<file path="src/rtl/clock_gate_pkg.sv">
// rtl/clock_gate_pkg.sv - shared types and helpers for the clock-gate enable controller
//
// Contents:
//   state_t       - controller state encoding (RUN, DRAIN, GATED, WAKE)
//   calc_cnt_w    - width of the shared countdown for given idle/wake lengths
//   params_ok     - legality check for the idle/wake parameters
package clock_gate_pkg;

    typedef enum logic [1:0] {
        ST_RUN   = 2'd0,
        ST_DRAIN = 2'd1,
        ST_GATED = 2'd2,
        ST_WAKE  = 2'd3
    } state_t;

    // Counter must hold max(IDLE_CYCLES, WAKE_CYCLES)-1; sizing for max+1
    // keeps a spare code and never yields a zero width.
    function automatic int calc_cnt_w(input int idle_cycles, input int wake_cycles);
        int m;
        m = (idle_cycles > wake_cycles) ? idle_cycles : wake_cycles;
        if (m < 1) begin
            return 1;
        end
        return $clog2(m + 1);
    endfunction

    function automatic bit params_ok(input int idle_cycles, input int wake_cycles);
        return (idle_cycles >= 1) && (wake_cycles >= 1);
    endfunction

endpackage

</file>
<file path="src/rtl/clock_gate_ctrl.sv">
// rtl/clock_gate_ctrl.sv - enable controller for one integrated clock-gating cell
//
// Runs on the ungated clock. Gates the sub-domain after an idle window and
// restores it on wake, holding off ready until the clock has settled.
//
// Ports:
//   clock            in   ungated clock, all state on rising edge
//   reset            in   synchronous, active-high
//   io_busy          in   gated domain has work in flight
//   io_wake          in   upstream has work for the gated domain
//   io_allow         in   power policy permits gating
//   io_gate_en       out  registered enable to the gating cell
//   io_ready         out  clock running and settled (RUN or DRAIN)
//   io_gated         out  state is GATED
//   io_err           out  sticky: busy observed while GATED
//   io_gated_cycles  out  wrapping count of cycles spent GATED
module clock_gate_ctrl
    import clock_gate_pkg::*;
#(
    parameter int IDLE_CYCLES = 16,
    parameter int WAKE_CYCLES = 2,
    parameter int CNT_W       = calc_cnt_w(IDLE_CYCLES, WAKE_CYCLES)
) (
    input  logic        clock,
    input  logic        reset,
    input  logic        io_busy,
    input  logic        io_wake,
    input  logic        io_allow,
    output logic        io_gate_en,
    output logic        io_ready,
    output logic        io_gated,
    output logic        io_err,
    output logic [31:0] io_gated_cycles
);

    if (!params_ok(IDLE_CYCLES, WAKE_CYCLES)) begin : g_param_check
        $error("clock_gate_ctrl: IDLE_CYCLES and WAKE_CYCLES must both be >= 1");
    end

    localparam logic [CNT_W-1:0] IDLE_LOAD = CNT_W'(IDLE_CYCLES - 1);
    localparam logic [CNT_W-1:0] WAKE_LOAD = CNT_W'(WAKE_CYCLES - 1);

    state_t           state_q;
    state_t           state_n;
    logic [CNT_W-1:0] cnt_q;
    logic [CNT_W-1:0] cnt_n;
    logic             gate_en_q;
    logic             err_q;
    logic [31:0]      gated_cnt_q;

    // Next-state and shared countdown. In DRAIN an abort condition wins over
    // expiry; WAKE ignores its inputs so a restored clock always settles fully.
    always_comb begin
        state_n = state_q;
        cnt_n   = cnt_q;
        unique case (state_q)
            ST_RUN: begin
                if (io_allow && !io_busy && !io_wake) begin
                    state_n = ST_DRAIN;
                    cnt_n   = IDLE_LOAD;
                end
            end
            ST_DRAIN: begin
                if (io_busy || io_wake || !io_allow) begin
                    state_n = ST_RUN;
                end else if (cnt_q == '0) begin
                    state_n = ST_GATED;
                end else begin
                    cnt_n = cnt_q - CNT_W'(1);
                end
            end
            ST_GATED: begin
                if (io_wake || !io_allow) begin
                    state_n = ST_WAKE;
                    cnt_n   = WAKE_LOAD;
                end
            end
            ST_WAKE: begin
                if (cnt_q == '0) begin
                    state_n = ST_RUN;
                end else begin
                    cnt_n = cnt_q - CNT_W'(1);
                end
            end
            default: begin
                state_n = ST_RUN;
            end
        endcase
    end

    // The enable is registered from next-state so it only moves just after a
    // rising edge, while the cell's latch is transparent-low and stable.
    always_ff @(posedge clock) begin
        if (reset) begin
            state_q     <= ST_RUN;
            cnt_q       <= '0;
            gate_en_q   <= 1'b1;
            err_q       <= 1'b0;
            gated_cnt_q <= '0;
        end else begin
            state_q   <= state_n;
            cnt_q     <= cnt_n;
            gate_en_q <= (state_n != ST_GATED);
            if (state_q == ST_GATED) begin
                gated_cnt_q <= gated_cnt_q + 32'd1;
                if (io_busy) begin
                    err_q <= 1'b1;
                end
            end
        end
    end

    assign io_gate_en      = gate_en_q;
    assign io_ready        = (state_q == ST_RUN) || (state_q == ST_DRAIN);
    assign io_gated        = (state_q == ST_GATED);
    assign io_err          = err_q;
    assign io_gated_cycles = gated_cnt_q;

endmodule

</file>
<file path="config.mk">
export PLATFORM = sky130hd
export DESIGN_NAME = clock_gate_ctrl
export DESIGN_NICKNAME = d
export VERILOG_FILES = /design/src/rtl/clock_gate_pkg.sv /design/src/rtl/clock_gate_ctrl.sv
export SDC_FILE = /design/constraint.sdc
export NUM_CORES = 1
export LEC_CHECK = 0
export ABC_AREA = 1
export BUFFER_PORTS_ARGS = -buffer_cell sky130_fd_sc_hd__buf_2
export CORE_ASPECT_RATIO = 1.25
export CORE_UTILIZATION = 55
export CTS_CLUSTER_DIAMETER = 80
export DETAILED_ROUTE_END_ITERATION = 6
export HOLD_SLACK_MARGIN = 0.06
export PLACE_DENSITY = 0.81
export SYNTH_ARGS = -nofsm -noshare
export SYNTH_HDL_FRONTEND = slang
export SYNTH_SLANG_ARGS = --single-unit
</file>
<file path="constraint.sdc">
create_clock -name clock -period 1.65 [get_ports clock]
set_clock_uncertainty 0.1 [all_clocks]
set_input_delay 0.2475 -clock clock [delete_from_list [all_inputs] [get_ports clock]]
set_output_delay 0.2475 -clock clock [all_outputs]
set_load 0.005 [all_outputs]
</file>
==> results_dict.tcl <==
set metrics [dict create \
    highest_layer "met4" \
    fin_crit_ns 1.54 \
    ys_ff_latch 41 \
    dp_hpwl_um 4000 \
    switching_share_pct 24.5 \
    dr.pass1.iters 4 \
    status "finished, final reports clean" \
    core_area_mm2 0.00382 \
    setup.worst_path.start "io_gated_cycles[1]" \
    hold_viol 0 \
    p_leak_nw 1.19 \
    grt_pass1_vias 2013 \
    yosys.area_share.adder_pct 1.14 \
    holdBufCountCts 0 \
    cts_buffers 5 \
    cp_max_fo 5 \
    rsz0062_at_grt "yes" \
    r2r_setup_slack_ns 0.11 \
    power.total_mw 1.78 \
    num_vias 2293 \
    synth-xor-area-share_pct 0.398 \
    drc 0 \
    register_area_um2 826 \
    crit_type "reg -> reg" \
    routed-wl-met3_um 281 \
    cp-start-kind "flip-flop" \
    ys_warn_count 0 \
    routedWlPerCell_um 11.5 \
    final.fill_count 357 \
    cts_tree "built" \
    wl_um 5210 \
    antenna_found_initial 0 \
    synth.area.top_cells "dfxtp_1 37%, nand2_1 13%, nor2_1 11%" \
    grt_pass1_wl_um 8510 \
    synthToLayoutAreaGrowth_pct 20.0 \
    clk_path_buf_depth 2 \
    utilization_pct 69.1 \
    root_buffer "clkbuf_8" \
    synth-simple-area-share_pct 41.3 \
    synth_cell_type_count 24 \
    fmax_mhz 648 \
    synth_compound_area_share_pct 8.99 \
    die_h_um 72.7 \
    cts.sinks 41 \
    place_ws_ns 0.0133 \
    crit_arrival_ns 1.64 \
    postRouteAntennaNets 0 \
    drt-met1-wl_um 2230 \
    overflow 0 \
    synth_area_per_cell_um2 6.39 \
    drv_slew 0 \
    r2r_end "io_gated_cycles[28]" \
    netlist_instances 344 \
    pwr-share-comb_pct 6.8 \
    post-cts-setup-buffers 0 \
    grt_use_total_pct 26.4 \
    min_to "io_err" \
    synth_top_area_share_pct 37.3 \
    end_kind "flip-flop" \
    peakVddDrop_mv 0.435 \
    clkPwrFrac_pct 36.1 \
    required_ns 1.75 \
    clock_latency_ns 0.30 \
    clk_pin_slew_ns 0.08 \
    layout-drive-gt1-share_pct 21.3 \
    multi_input_area_mm2 0.00117 \
    diodes 0 \
    syn-num-nets 351 \
    synthMuxAreaShare_pct 0 \
    nets 405 \
    synth_top_family_by_area "simple AND/OR/NAND/NOR gates" \
    timing.setup.tns_ns 0 \
    final_cell_area_mm2 0.00264 \
    grt_max_degree 15 \
    worstHoldStart "io_busy" \
    dieArea_mm2 0.00426 \
    syn_area_mm2 0.00220 \
    pwr-share-seq_pct 57.1 \
    vias_per_cell 5.06 \
    setup_ws_ns 0.106 \
    numPortBuffers 40 \
    gp_congestion 0.885 \
    rows 25 \
    r2r_cells 8 \
    max-cap-violations 0 \
    power_density_mw_per_mm2 674 \
    htreeDepth 2 \
    switchingPower_mw 0.435 \
    worstMarginPinSlew_ns 0.277 \
    r2r-start "io_gated_cycles[1]" \
    post-route-period-util_pct 93.6 \
    route.met2.wl_um 2530 \
    start_util_pct 57.6 \
    drtIter0Drc 129 \
    io_pins 41 \
    cts_resized 0 \
    hold_depth 3 \
    synth.yosys.seq_area_share_pct 37.3 \
    synth.largest_area_cell "dfxtp_1" \
    hold_path_class "in -> reg" \
    finalSetupViolCount 0 \
    max-slew-margin-rel_pct 81.4 \
    dpl-instance-area_mm2 0.00252 \
    intPower_mw 1.34 \
    die_x_um 58.6 \
]
[through the flow]
step / cells / hold WS [ns]
final: 453 / 0.0980
after global placement: 445 / 0.334
after detailed placement: 445 / 0.339
after CTS: 453 / 0.0941
after global routing: 453 / 0.0971
after floorplan: 344 / 0.226
[Yosys cell counts]
master,number
nand2_2,5
clkbuf_1,2
inv_1,55
o21bai_1,1
nor2_1,63
ha_1,2
clkbuf_8,1
nand2_4,1
a211oi_1,2
nand4_1,12
a21oi_1,16
nor2_2,8
clkinv_1,1
nor3_1,5
nand2_1,76
nor3b_1,1
inv_2,2
nand3_1,22
o21ai_0,19
nand3b_1,3
dfxtp_1,41
xor2_1,1
nor2_4,3
nand3_2,2
[kinds of logic after synthesis]
group	Yosys count
compound gates	38
xor+xnor	1
fa+ha+maj	2
buf+inv	61
flops	41
simple gates	201
[per-layer routing]
metal | vias up | global-route usage [%]
li1 | 1188 | -
met1 | 1027 | 29.2
met2 | 61 | 46.1
met3 | 17 | 4.26
met4 | 0 | 17.5
met5 | - | 0
[layout by cell type (no fill, tap or decap), types with 2 or more instances in the layout]
cell,count
buf_2,40
dfxtp_1,37
nand3_1,21
nand2_1,76
nand3b_1,3
inv_1,55
nor2_2,6
a21oi_1,16
buf_4,10
nand3_2,3
o21ai_0,19
nor2_1,62
nand4_1,12
dfxtp_2,4
inv_2,2
clkbuf_8,5
nor2_4,6
nor3_1,5
a211oi_1,2
clkinv_2,2
nand2_2,4
nand2_4,2
[worst max path at each step]
| stage | cells after the start | to | slack (ns) |
|---|---|---|---|
| after floorplan | 8 | io_gated_cycles[28] | 0.13 |
| after global placement | 8 | io_gated_cycles[18] | 0.08 |
| after detailed placement | 8 | io_gated_cycles[28] | 0.01 |
| after CTS | 8 | io_gated_cycles[28] | 0.01 |
| after global routing | 8 | io_gated_cycles[16] | -0.04 |
| final | 8 | io_gated_cycles[28] | 0.11 |
[critical path, cell delays in order, from the launching register on]
cell and delay [ns]:
dfxtp_2 0.37, ha_2 0.21, nand3_2 0.11, nor2_4 0.12
nand2_2 0.11, nor2_4 0.12, nand3_1 0.10, o21ai_0 0.15
nor2_1 0.05
[state kept, by name (all words and copies together) (netlist names)]
name / flops
io_gated_cycles: 32
io_gate_en: 1
io_err: 1
cnt_q: 5
state_q: 2
[final cells by class]
type | count | share of cell area [%]
flip-flops and latches | 41 | 31.3
inverters | 58 | 8.25
well taps | 54 | 2.56
multi-input cells | 242 | 44.3
clock buffers | 6 | 2.75
clock inverters | 2 | 0.379
repair buffers | 50 | 10.4
[power groups by stage]
stage	clock [mW]	sequential, mW	combinational [mW]
after CTS	0.660	1.01	0.119
after global placement	0	1.04	0.117
after global routing	0.687	1.02	0.139
after floorplan	0	1.04	0.0836
after detailed placement	0	1.04	0.118
final	0.643	1.02	0.121
No activity file was read; power rests on OpenSTA's default activity.
